$ cat src/rtl/symbol_framer_pkg.sv
// Shared definitions for the symbol framer: modulation codes, bits-per-symbol
// lookup and framer state encodings.
package symbol_framer_pkg;

    localparam logic [1:0] MOD_QPSK   = 2'b00;
    localparam logic [1:0] MOD_QAM16  = 2'b01;
    localparam logic [1:0] MOD_QAM64  = 2'b10;
    localparam logic [1:0] MOD_QAM256 = 2'b11;

    typedef enum logic [1:0] {
        IDLE      = 2'd0,
        COLLECT   = 2'd1,
        WAIT_DONE = 2'd2
    } state_t;

    function automatic logic [3:0] bits_per_sym(input logic [1:0] m);
        case (m)
            MOD_QPSK:   return 4'd2;
            MOD_QAM16:  return 4'd4;
            MOD_QAM64:  return 4'd6;
            MOD_QAM256: return 4'd8;
            default:    return 4'd8;
        endcase
    endfunction

endpackage

$ cat src/rtl/symbol_framer_fifo.sv
// Synchronous FIFO with a combinational head; storage is not reset, only the
// pointers and occupancy count.
module sym_fifo #(
    parameter int WIDTH = 9,
    parameter int DEPTH = 8,
    localparam int AW   = $clog2(DEPTH)
) (
    input  logic             clk,
    input  logic             rst,
    input  logic             push,
    input  logic             pop,
    input  logic [WIDTH-1:0] din,
    output logic [WIDTH-1:0] head,
    output logic             full,
    output logic             empty,
    output logic [AW:0]      count
);
    localparam logic [AW-1:0] ONE_P = 1;
    localparam logic [AW:0]   ONE_C = 1;

    logic [WIDTH-1:0] mem [DEPTH];
    logic [AW-1:0]    wr_ptr, rd_ptr;
    logic             do_push, do_pop;

    assign full    = (count == (AW+1)'(DEPTH));
    assign empty   = (count == '0);
    assign do_push = push && !full;
    assign do_pop  = pop && !empty;
    assign head    = mem[rd_ptr];

    always_ff @(posedge clk) begin
        if (do_push) mem[wr_ptr] <= din;
    end

    always_ff @(posedge clk) begin
        if (rst) begin
            wr_ptr <= '0;
            rd_ptr <= '0;
            count  <= '0;
        end else begin
            if (do_push) wr_ptr <= wr_ptr + ONE_P;
            if (do_pop)  rd_ptr <= rd_ptr + ONE_P;
            case ({do_push, do_pop})
                2'b10:   count <= count + ONE_C;
                2'b01:   count <= count - ONE_C;
                default: count <= count;
            endcase
        end
    end

endmodule

$ cat src/rtl/symbol_framer.sv
// Deserializes a coded bit stream into M-ary symbols, buffers them and hands
// them to the sorter in fixed-length frames gated by start/done.
module symbol_framer
    import symbol_framer_pkg::*;
#(
    parameter int FRAME_SYMS = 16,
    parameter int FIFO_DEPTH = 8,
    parameter int SYM_W      = 8
) (
    input  logic             clk,
    input  logic             rst,
    input  logic [1:0]       M,
    input  logic             bitIn,
    input  logic             bitValid,
    output logic             bitReady,
    output logic [SYM_W-1:0] symOut,
    output logic             symValid,
    input  logic             symReady,
    output logic             frameLast,
    output logic             start,
    input  logic             done
);
    localparam int SCW = $clog2(FRAME_SYMS);
    localparam int AW  = $clog2(FIFO_DEPTH);
    localparam logic [SCW-1:0] ONE_S = 1;

    state_t           state, state_nxt;
    logic [1:0]       m_lat, m_eff;
    logic [3:0]       bps;
    logic [SYM_W-1:0] shift, shift_nxt, sym_mask;
    logic [2:0]       bit_cnt;
    logic [SCW-1:0]   sym_cnt;
    logic             done_seen;
    logic             accept, sym_done, frame_end, pop;
    logic [SYM_W:0]   fifo_din, fifo_head;
    logic             fifo_full, fifo_empty;
    logic [AW:0]      fifo_count;

    // In IDLE the modulation is latched on this very bit, so use M directly.
    assign m_eff     = (state == IDLE) ? M : m_lat;
    assign bps       = bits_per_sym(m_eff);
    assign sym_mask  = SYM_W'((32'd1 << bps) - 32'd1);
    assign shift_nxt = {shift[SYM_W-2:0], bitIn};

    assign bitReady  = (state != WAIT_DONE) && !fifo_full;
    assign accept    = bitValid && bitReady;
    assign sym_done  = accept && ({1'b0, bit_cnt} == bps - 4'd1);
    assign frame_end = (sym_cnt == SCW'(FRAME_SYMS - 1));
    assign fifo_din  = {frame_end, shift_nxt & sym_mask};

    assign symValid  = (fifo_count != '0);
    assign pop       = symValid && symReady;
    assign symOut    = symValid ? fifo_head[SYM_W-1:0] : '0;
    assign frameLast = symValid && fifo_head[SYM_W];

    sym_fifo #(.WIDTH(SYM_W + 1), .DEPTH(FIFO_DEPTH)) u_fifo (
        .clk   (clk),
        .rst   (rst),
        .push  (sym_done),
        .pop   (pop),
        .din   (fifo_din),
        .head  (fifo_head),
        .full  (fifo_full),
        .empty (fifo_empty),
        .count (fifo_count)
    );

    always_ff @(posedge clk) begin
        if (rst) state <= IDLE;
        else     state <= state_nxt;
    end

    always_comb begin
        state_nxt = state;
        case (state)
            IDLE:      if (accept) state_nxt = COLLECT;
            COLLECT:   if (sym_done && frame_end) state_nxt = WAIT_DONE;
            WAIT_DONE: if (done_seen && fifo_empty) state_nxt = IDLE;
            default:   state_nxt = IDLE;
        endcase
    end

    always_ff @(posedge clk) begin
        if (rst) begin
            m_lat     <= MOD_QPSK;
            shift     <= '0;
            bit_cnt   <= '0;
            sym_cnt   <= '0;
            done_seen <= 1'b0;
            start     <= 1'b0;
        end else begin
            if (accept && state == IDLE) m_lat <= M;
            if (sym_done) begin
                shift   <= '0;
                bit_cnt <= '0;
                sym_cnt <= frame_end ? '0 : sym_cnt + ONE_S;
            end else if (accept) begin
                shift   <= shift_nxt;
                bit_cnt <= bit_cnt + 3'd1;
            end
            // The first push of a frame and the pop of its last entry never coincide.
            if (sym_done && sym_cnt == '0)  start <= 1'b1;
            else if (pop && fifo_head[SYM_W]) start <= 1'b0;
            if (state == WAIT_DONE) begin
                if (done_seen && fifo_empty) done_seen <= 1'b0;
                else if (done)               done_seen <= 1'b1;
            end
        end
    end

endmodule

$ cat config.mk
export PLATFORM = sky130hd
export DESIGN_NAME = symbol_framer
export DESIGN_NICKNAME = d
export VERILOG_FILES = /design/src/rtl/symbol_framer_pkg.sv /design/src/rtl/symbol_framer_fifo.sv /design/src/rtl/symbol_framer.sv
export SDC_FILE = /design/constraint.sdc
export NUM_CORES = 1
export LEC_CHECK = 0
export BUFFER_PORTS_ARGS = -buffer_cell sky130_fd_sc_hd__buf_4
export CAP_MARGIN = 25
export CELL_PAD_IN_SITES_DETAIL_PLACEMENT = 1
export CELL_PAD_IN_SITES_GLOBAL_PLACEMENT = 2
export CORE_MARGIN = 4
export CORE_UTILIZATION = 40
export DETAILED_ROUTE_END_ITERATION = 6
export PLACE_DENSITY = 0.77
export SLEW_MARGIN = 30
export SYNTH_ARGS = -nofsm -noshare
export SYNTH_HDL_FRONTEND = slang
export SYNTH_SLANG_ARGS = --single-unit
$ cat constraint.sdc
create_clock -name clk -period 8.92 [get_ports clk]
set_input_delay 0.446 -clock clk [delete_from_list [all_inputs] [get_ports clk]]
set_output_delay 0.446 -clock clk [all_outputs]
set_load 0.01 [all_outputs]
==> results of run 1 <==
==> worst max-delay path: cells and delay by family, from the launching register on <==
family,cells,cell delay (ns)
fa+ha+maj,2,0.51
xor+xnor,2,0.25
compound gates,2,0.28
mux,2,0.84
flops,1,0.41
simple gates,3,0.98
buf+inv,1,0.31
==> routing by layer <==
metal  routed length [um]  part of all wire (%)  vias to the layer above
met5                    0                     0                        -
met4                  117                   1.3                        0
met3                  215                   2.4                       11
met2                 4564                    51                       32
met1                 4131                    46                     1296
li1                     -                     -                     1199
==> registers in the layout, summed over array words and instances, names as in the netlist, named ones only <==
signal         cells
u_fifo.mem        72
shift              7
sym_cnt            4
u_fifo.count       4
bit_cnt            3
u_fifo.rd_ptr      3
u_fifo.wr_ptr      3
m_lat              2
state              2
done_seen          1
start              1
==> worst min path at each step <==
stage | depth (start not counted) | end
6_report | 3 | m_lat[0]
3_3_place_gp | 2 | u_fifo.rd_ptr[1]
4_1_cts | 3 | m_lat[0]
2_1_floorplan | 1 | done_seen
5_1_grt | 1 | u_fifo.mem[4][0]
3_5_place_dp | 1 | done_seen
==> layout make-up <==
cell class	instances	area [um2]	share of cell area (%)
inverter	6	22.52	0.4532
sequential	105	2823	56.80
clock inverter	2	37.54	0.7553
multi-input combinational	178	1554	31.27
clock buffer	13	170.2	3.424
tap	140	175.2	3.525
timing repair buffer	25	187.7	3.776
==> kinds of logic after synthesis <==
logic type | Yosys count | share of synthesized area, %
flip-flops | 105 | 63.87
AND/OR/NAND/NOR | 87 | 10.93
buffers and inverters | 23 | 2.152
multiplexers | 42 | 14.84
AO/OA/AOI/OAI | 33 | 4.360
XOR/XNOR | 8 | 1.586
adder cells (fa/ha/maj) | 8 | 2.265
==> through the flow <==
stage / area (um2) / util, % / setup slack [ns] / total power [uW]
after detailed placement: 4753 / 43.85 / 5.269 / 630.5
after global routing: 4970 / 45.84 / 4.918 / 967.7
final: 4970 / 45.84 / 5.286 / 922.6
after floorplan: 4419 / - / 5.921 / 598.1
after global placement: 4740 / 43.72 / 5.408 / 627.9
after CTS: 4961 / 45.76 / 5.247 / 933.5
==> synthesized netlist by cell type (2+ instances only) <==
cell	count
edfxtp_1	72
buf_2	4
or3_1	3
and2b_1	2
clkbuf_1	11
and3_1	3
nor4_1	2
and2_1	5
mux4_2	18
o31ai_1	2
xor2_1	6
ha_1	8
nor4b_1	2
nor3b_1	4
nand3_1	8
xnor2_1	2
nor3_1	14
nor2b_1	5
nand2_1	7
mux2_4	2
a21oi_1	12
mux2i_1	22
nand2b_1	2
o21ai_0	11
nor2_1	22
dfxtp_1	33
inv_1	6
==> power groups by stage <==
| stage | sequential, uW | combinational, uW | clock [uW] |
|---|---|---|---|
| 6_report | 529 | 87.8 | 305 |
| 5_1_grt | 531 | 99.1 | 338 |
| 4_1_cts | 530 | 90.1 | 314 |
| 3_5_place_dp | 541 | 89.8 | 0 |
| 3_3_place_gp | 540 | 87.6 | 0 |
| 2_1_floorplan | 538 | 60.6 | 0 |
==> run_results.csv, run 1 <==
group,metric,value,unit
outcome,status,"finished, final reports clean",
synth,synth.cell_area,4419,um2
power,peakVddDrop,63.62,uV
worst_setup_path,reg2reg_to,"u_fifo.count[2]",
power,internal_power,715.8,uW
worst_setup_path,cp.required,9.22,ns
placed_design,dp.cells,454,
power,leakage,0.001674,uW
grt,grt_util_met1,20.96,%
cells_and_area,fillers,1110,
drt,detail-route-antenna-nets,0,
grt,met3_usage,2.299,%
worst_setup_path,critPathKind,"register to register",
synth,synth-main-ff-cell,"edfxtp_1",
worst_setup_path,worstReg2RegStart,"state[1]",
worst_hold_path,hold_path_class,"primary input to register",
power,power_density,185.6,nW/um2
placed_design,gp_congestion,0.7151,
drt,drt-vias-per-instance,5.412,
placed_design,hpwl,6335,um
cts,tritoncts,"done",
synth,yosysSeqAreaShare,63.87,%
worst_setup_path,startpoint_type,"register",
synth,synth.avg_cell_area,14.44,um2
cells_and_area,syn2layout_area_growth,12.46,%
placed_design,io_buffers,19,
job,maxCapViolCount,0,
cts,cts_sinks,105,
synth,synth_warnings,0,
cells_and_area,final_cell_mix,"edfxtp_1, dfxtp_1, buf_4",
cts,cts-buffers-inserted,9,
worst_hold_path,min-delay-start,"M[0]",
worst_setup_path,end_kind,"register",
power,power.share.clock,33.1,%
sta,fin_skew,0.009909,ns
grt,antenna_found_initial,0,
worst_setup_path,max_stage_delay,0.48,ns
cts,cts_max_level,3,
grt,grt_util_all_layers,15.39,%
cts,cts.clk_slew.worst_paths,0.09,ns
worst_setup_path,slowest_stage,"nor2_2",
sta,fin_crit_sh,40.74,%
sta,finalMaxSlewViolations,0,
power,combinationalPowerShare,9.5,%
power,power.switching,206.8,uW
cells_and_area,fin_cells,469,
cells_and_area,final_common_cell,"edfxtp_1",
cells_and_area,fin_nets,341,
worst_setup_path,crit_end,"u_fifo.count[2]",
cells_and_area,diodes,0,
sta,max_freq,275.2,MHz
drt,drc_errors,0,
sta,rsz0062_at_grt,"no",
floorplan,fp-row-count,38,
floorplan,coreArea,10840,um2
sta,tightestPinTransition,0.9146,ns
sta,whs,0.3583,ns
cts,clk_path_buf_depth,2,
floorplan,start_util,40.77,%
cts,cts_root_buffer,"clkbuf_8",
grt,grt_pass1_wl,15040,um
sta,relSlewSlack,38.94,%
sta,hold_viol,0,
grt,grt_max_degree,36,
cts,cts_resized,0,
cts,clk_latency,0.36,ns
grt,overflow,0,
synth,synth_cell_types,45,
worst_setup_path,startpoint,"state[1]",
synth,synth_top_area_share,48.92,%
grt,busiest_layer,"met2",
synth,postSynthCellCount,306,
synth,postSynthRegisterBits,105,
synth,synth_top_area_cell,"edfxtp_1",
worst_setup_path,ff2ff_path_depth,12,
drt,vias,2538,
worst_setup_path,path_max_fanout,13,
synth,netlist_top_cells_area,"edfxtp_1, dfxtp_1, mux4_2, mux2i_1, ha_1",
sta,finalSetupTns,0,ns
worst_setup_path,arrival,3.93,ns
floorplan,die_h,113.1,um
floorplan,die_w,113.1,um
sta,fin_crit,3.634,ns
drt,drt_iter0_drc,146,
worst_setup_path,worstPathCellList,"nor2_4 -> mux2i_1 -> mux2_4 -> nor2_2 -> inv_1 -> ha_1 -> xor2_1 -> ha_1 -> a21oi_1 -> xor2_1 -> or3_1 -> a21oi_1",
worst_setup_path,reg2reg_setup_slack,5.29,ns
drt,drt_wl_total,9027,um
power,switching_share,22.41,%
grt,grt_pass1_vias,2688,
sta,setup_violations,0,
cts,cts_setup_buffers,0,
grt,met2_usage,25.28,%
drt,wl_per_cell,19.25,um
power,seqPwrFrac,57.4,%
synth,synth-edff-count,72,
cts,cts.hold.buffers_added,0,
synth,synth_fp_nets,322,
floorplan,die_area,12790,um2
cells_and_area,layout-drive-gt1-share,21.88,%
synth,synthArstFlopShare,0,%
floorplan,ios,20,
drt,first_pass_iters,4,
No activity file was read; power rests on OpenSTA's default activity.
==> run 2, diff against run 1 <==
- clock period: 8.92 -> 3.8 ns (I/O delays scaled with it)
==> run 2 against run 1 <==
Critical path depth unchanged. Flip-flop and latch count unchanged. First-iteration DRC count shrank 37%. Largest cell class unchanged.
==> run_results.csv, run 2 (synthesis gave the netlist of run 1 again) <==
group,metric,value,unit
outcome,status,"finished, final reports clean",
worst_setup_path,critPathKind,"register to register",
drt,first_pass_iters,4,
grt,overflow,0,
placed_design,gp_congestion,0.8012,
drt,vias,2514,
grt,busiest_layer,"met2",
worst_setup_path,startpoint_type,"register",
cells_and_area,fin_nets,347,
placed_design,hpwl,6121,um
drt,drt_iter0_drc,92,
sta,fin_crit,3.042,ns
worst_setup_path,cp.required,4.10,ns
worst_setup_path,max_stage_delay,0.44,ns
floorplan,coreArea,10840,um2
sta,whs,0.09654,ns
sta,finalMaxSlewViolations,0,
floorplan,die_w,113.1,um
cts,tritoncts,"done",
drt,wl_per_cell,19.06,um
grt,grt_util_met1,20.93,%
cells_and_area,layout-drive-gt1-share,22.32,%
worst_setup_path,critPathBufInv,1,
cts,cts_root_buffer,"clkbuf_8",
placed_design,place_area,4780,um2
drt,drc_errors,0,
cts,cts.clk_slew.worst_paths,0.10,ns
power,total_power,2164,uW
floorplan,die_area,12790,um2
floorplan,fp-row-count,38,
placed_design,io_buffers,19,
power,leakage,0.001710,uW
worst_setup_path,path_max_fanout,8,
worst_setup_path,crit_family,"multiplexers",
cells_and_area,final_cell_mix,"edfxtp_1, dfxtp_1, buf_4",
grt,grt_pass1_vias,2600,
grt,met3_usage,2.460,%
worst_hold_path,min-delay-start,"bitIn",
floorplan,ios,20,
sta,fin_skew,0.01353,ns
cts,cts-buffers-inserted,9,
cts,cts_max_level,3,
worst_setup_path,end_kind,"register",
job,maxCapViolCount,0,
worst_setup_path,worstPathCellList,"nor2_4 -> mux2i_1 -> mux2_4 -> nor2_2 -> inv_1 -> ha_1 -> xor2_1 -> ha_1 -> a21oi_1 -> xor2_1 -> or3_1 -> a21oi_1",
worst_setup_path,ff2ff_path_depth,12,
sta,max_freq,328.8,MHz
sta,relSlewSlack,53.75,%
sta,hold_viol,0,
cells_and_area,diodes,0,
cts,cts_setup_buffers,0,
worst_setup_path,arrival,3.34,ns
worst_setup_path,reg2reg_setup_slack,0.76,ns
worst_setup_path,worstReg2RegStart,"state[1]",
cells_and_area,top_regs,"u_fifo.mem (72), shift (7)",
cells_and_area,fin_area,4987,um2
sta,finalSetupTns,0,ns
grt,antenna_found_initial,0,
drt,detail-route-antenna-nets,0,
cts,cts_sinks,105,
worst_setup_path,reg2reg_to,"u_fifo.count[2]",
cts,cts.hold.buffers_added,0,
cells_and_area,syn2layout_area_growth,12.85,%
cells_and_area,final_common_cell,"edfxtp_1",
worst_hold_path,hold_path_class,"primary input to register",
grt,grt_util_all_layers,15.27,%
sta,tightestPinTransition,0.6928,ns
cells_and_area,largest_reg_flops,72,
placed_design,dp.cells,460,
grt,met2_usage,24.49,%
cts,clk_latency,0.36,ns
sta,setup_violations,0,
power,power_density,433.9,nW/um2
cells_and_area,largest_register,"u_fifo.mem",
sta,rsz0062_at_grt,"no",
cells_and_area,fin_cells,476,
worst_setup_path,slowest_stage,"mux2i_1",
floorplan,start_util,40.77,%
cts,clk_path_buf_depth,2,
sta,fin_crit_sh,80.04,%
worst_hold_path,hold_path_depth,1,
cts,cts_resized,0,
grt,grt_pass1_wl,14610,um
drt,drt-vias-per-instance,5.282,
grt,grt_max_degree,36,
floorplan,die_h,113.1,um
drt,drt_wl_total,9073,um
power,peakVddDrop,170.2,uV
worst_hold_path,holdPathEnd,"u_fifo.mem[1][0]",
-- run 2: cell types whose count changed in the layout (fill, tap and decap cells not counted), sizes merged --
cell,previous run,this run
inv,6,7
clkinvlp,1,0
clkinv,0,1
buf,25,31
-- run 2: worst max-delay path by stage --
stage / start / to / slack (ns) / depth (start not counted)
finish: state[1] / u_fifo.count[2] / 0.76 / 12
global route: state[1] / u_fifo.count[2] / 0.51 / 12
CTS: state[1] / u_fifo.count[2] / 0.71 / 12
detailed placement: state[1] / u_fifo.count[2] / 0.72 / 12
global placement: state[1] / u_fifo.count[2] / 0.86 / 12
floorplan: state[1] / u_fifo.mem[5][0] / 0.80 / 6
-- run 2: area by class of cell --
| cell class | count | area [um2] |
|---|---|---|
| clock buffer | 13 | 160.2 |
| multi-input combinational | 178 | 1526 |
| tap | 140 | 175.2 |
| fill | 1113 | 5853 |
| clock inverter | 3 | 47.55 |
| sequential | 105 | 2823 |
| timing repair buffer | 31 | 232.7 |
| inverter | 6 | 22.52 |
-- run 2: stage by stage --
stage                     utilization (%)  worst slack (ns)
final                               46.01            0.7583
after floorplan                         -            0.8007
after CTS                           46.01            0.7072
after global routing                46.01            0.5075
after global placement              44.09            0.8571
after detailed placement            44.09            0.7166
-- run 2: where the power goes --
part	switching, uW	internal, uW
combinational	113	95.7
clock	364	350
sequential	16.1	1230
total	493	1670
-- run 2: metal layers --
layer	vias up	wire length (um)
li1	1200	-
met1	1276	4259
met2	27	4502
met3	11	160
met4	0	150
met5	-	0
==> run 3, diff against run 2 <==
- clock period: 3.8 -> 2.9 ns (I/O delays scaled with it)
==> run 3 against run 2 <==
First-iteration DRC count grew 28%. Final cell count up 1.1%. Non-clock buffer count up 5. Die area stayed put. Critical path depth stayed put. Wire length decreased by 0.88%.
==> run_results.csv, run 3 (synthesis gave the netlist of run 1 again) <==
group,metric,value,unit
cells_and_area,largest_reg_flops,72,
floorplan,fp-row-count,38,
cts,tritoncts,"done",
sta,finalMaxSlewViolations,0,
floorplan,ios,20,
cells_and_area,largest_register,"u_fifo.mem",
worst_hold_path,holdPathEnd,"u_fifo.mem[5][0]",
drt,detail-route-antenna-nets,0,
sta,fin_crit_sh,93.57,%
placed_design,dp.cells,465,
worst_hold_path,min-delay-start,"bitIn",
drt,drt_iter0_drc,118,
drt,vias,2543,
floorplan,die_area,12790,um2
worst_setup_path,worstPathCellList,"or4b_4 -> and3_4 -> o21ai_2 -> nor2_2 -> inv_1 -> ha_2 -> xor2_1 -> ha_1 -> a21oi_1 -> xor2_1 -> or3_1 -> a21oi_1",
worst_hold_path,hold_path_depth,1,
worst_setup_path,reg2reg_setup_slack,0.19,ns
sta,fin_crit,2.714,ns
sta,relSlewSlack,55.19,%
drt,drt_wl_total,8993,um
worst_setup_path,startpoint_type,"register",
cells_and_area,syn2layout_area_growth,13.22,%
grt,grt_pass1_vias,2667,
placed_design,io_buffers,19,
sta,setup_violations,0,
sta,fin_skew,0.01268,ns
grt,busiest_layer,"met2",
drt,drt-vias-per-instance,5.287,
power,leakage,0.001710,uW
worst_setup_path,max_stage_delay,0.57,ns
cts,cts_root_buffer,"clkbuf_8",
sta,finalSetupTns,0,ns
cells_and_area,top_regs,"u_fifo.mem (72), shift (7)",
grt,grt_util_all_layers,15.17,%
floorplan,start_util,40.77,%
power,peakVddDrop,207.9,uV
grt,met2_usage,25.32,%
worst_setup_path,arrival,3.02,ns
cells_and_area,final-seq-area,2825,um2
placed_design,hpwl,6091,um
cells_and_area,final_common_cell,"edfxtp_1",
worst_setup_path,slowest_stage,"or4b_4",
cts,cts-buffers-inserted,9,
power,power_density,546.3,nW/um2
floorplan,die_h,113.1,um
drt,first_pass_iters,4,
grt,met3_usage,2.941,%
cells_and_area,fillers,1097,
cells_and_area,final_cell_mix,"edfxtp_1, buf_4, dfxtp_1",
worst_setup_path,worstReg2RegStart,"u_fifo.count[0]",
placed_design,gp_congestion,0.7895,
sta,rsz0062_at_grt,"no",
worst_setup_path,end_kind,"register",
worst_setup_path,ff2ff_path_depth,12,
outcome,status,"finished, final reports clean",
worst_setup_path,cp.required,3.20,ns
cts,cts_sinks,105,
worst_setup_path,reg2reg_to,"u_fifo.count[2]",
drt,drc_errors,0,
sta,tightestPinTransition,0.6712,ns
cells_and_area,layout-drive-gt1-share,25.51,%
cells_and_area,multi_input_area,1533,um2
job,maxCapViolCount,0,
drt,wl_per_cell,18.70,um
sta,hold_viol,0,
cells_and_area,fin_cells,481,
floorplan,coreArea,10840,um2
cells_and_area,diodes,0,
cts,clk_path_buf_depth,2,
worst_hold_path,hold_path_class,"primary input to register",
worst_setup_path,path_max_fanout,12,
grt,antenna_found_initial,0,
grt,grt_pass1_wl,14620,um
grt,grt_util_met1,19.99,%
cts,cts_max_level,3,
cts,cts.clk_slew.worst_paths,0.10,ns
grt,overflow,0,
floorplan,die_w,113.1,um
sta,max_freq,368.5,MHz
grt,grt_max_degree,36,
cts,clk_latency,0.37,ns
cells_and_area,fin_nets,352,
worst_setup_path,critPathKind,"register to register",
-- run 3: cell count changes in the layout (fill, tap and decap cells not counted), sizes merged --
cell / change
buf: +5
bufinv: -1
clkbuf: -4
clkinv: +1
clkinvlp: +3
inv: +1
-- run 3: worst max path at each step --
stage | startpoint | slack, ns | cells past startpoint | to
after floorplan | state[1] | 0.05 | 6 | u_fifo.mem[1][0]
after global placement | state[0] | 0.22 | 12 | u_fifo.count[2]
after detailed placement | state[0] | 0.13 | 12 | u_fifo.count[2]
after CTS | state[0] | 0.11 | 12 | u_fifo.count[2]
after global routing | u_fifo.count[0] | 0.003 | 12 | u_fifo.count[2]
final | u_fifo.count[0] | 0.19 | 12 | u_fifo.count[2]
-- run 3: layout make-up --
type | count | area share [%]
Sequential cell | 105 | 56.46
Multi-Input combinational cell | 178 | 30.63
Timing Repair Buffer | 36 | 5.401
Tap cell | 140 | 3.501
Clock buffer | 9 | 2.476
Clock inverter | 7 | 1.075
Inverter | 6 | 0.4501
-- run 3: power by group --
group          leakage (uW)  internal (uW)  switching [uW]
clock network     0.0000837            319             507
registers          0.000931           1610            21.5
logic              0.000696            132             149
total               0.00171           2060             677
-- run 3: critical path, delay by kind of cell, from the launching register on --
family / cells / cell delay, ns
compound gates: 3 / 0.29
xor+xnor: 2 / 0.32
fa+ha+maj: 2 / 0.39
buf+inv: 1 / 0.08
flops: 1 / 0.38
simple gates: 4 / 1.19
-- run 3: per-layer routing --
metal  part of all wire, %  vias up
met1                    47     1299
met4                   1.2        0
met2                    50       18
met3                   1.8       10
li1                      -     1216
met5                     0        -
-- run 3: metrics by stage --
stage | hold WS (ns) | cell area, um2 | setup slack (ns) | util, % | total power (uW)
2_1_floorplan | 0.2922 | 4432 | 0.05478 | - | 1840
3_3_place_gp | 0.4164 | 4817 | 0.2196 | 44.44 | 1942
3_5_place_dp | 0.4216 | 4817 | 0.1318 | 44.44 | 1947
4_1_cts | 0.02868 | 4995 | 0.1121 | 46.08 | 2770
5_1_grt | 0.03322 | 5004 | 0.002531 | 46.16 | 2873
6_report | 0.05149 | 5004 | 0.1864 | 46.16 | 2734
-- run 3: repair_timing --
item | 4_1_cts | 5_1_grt
endpoints found under the setup margin | 0 | 1
hold buffers | 0 | 0
resized for setup | 0 | 4
buffers inserted | 0 | 0
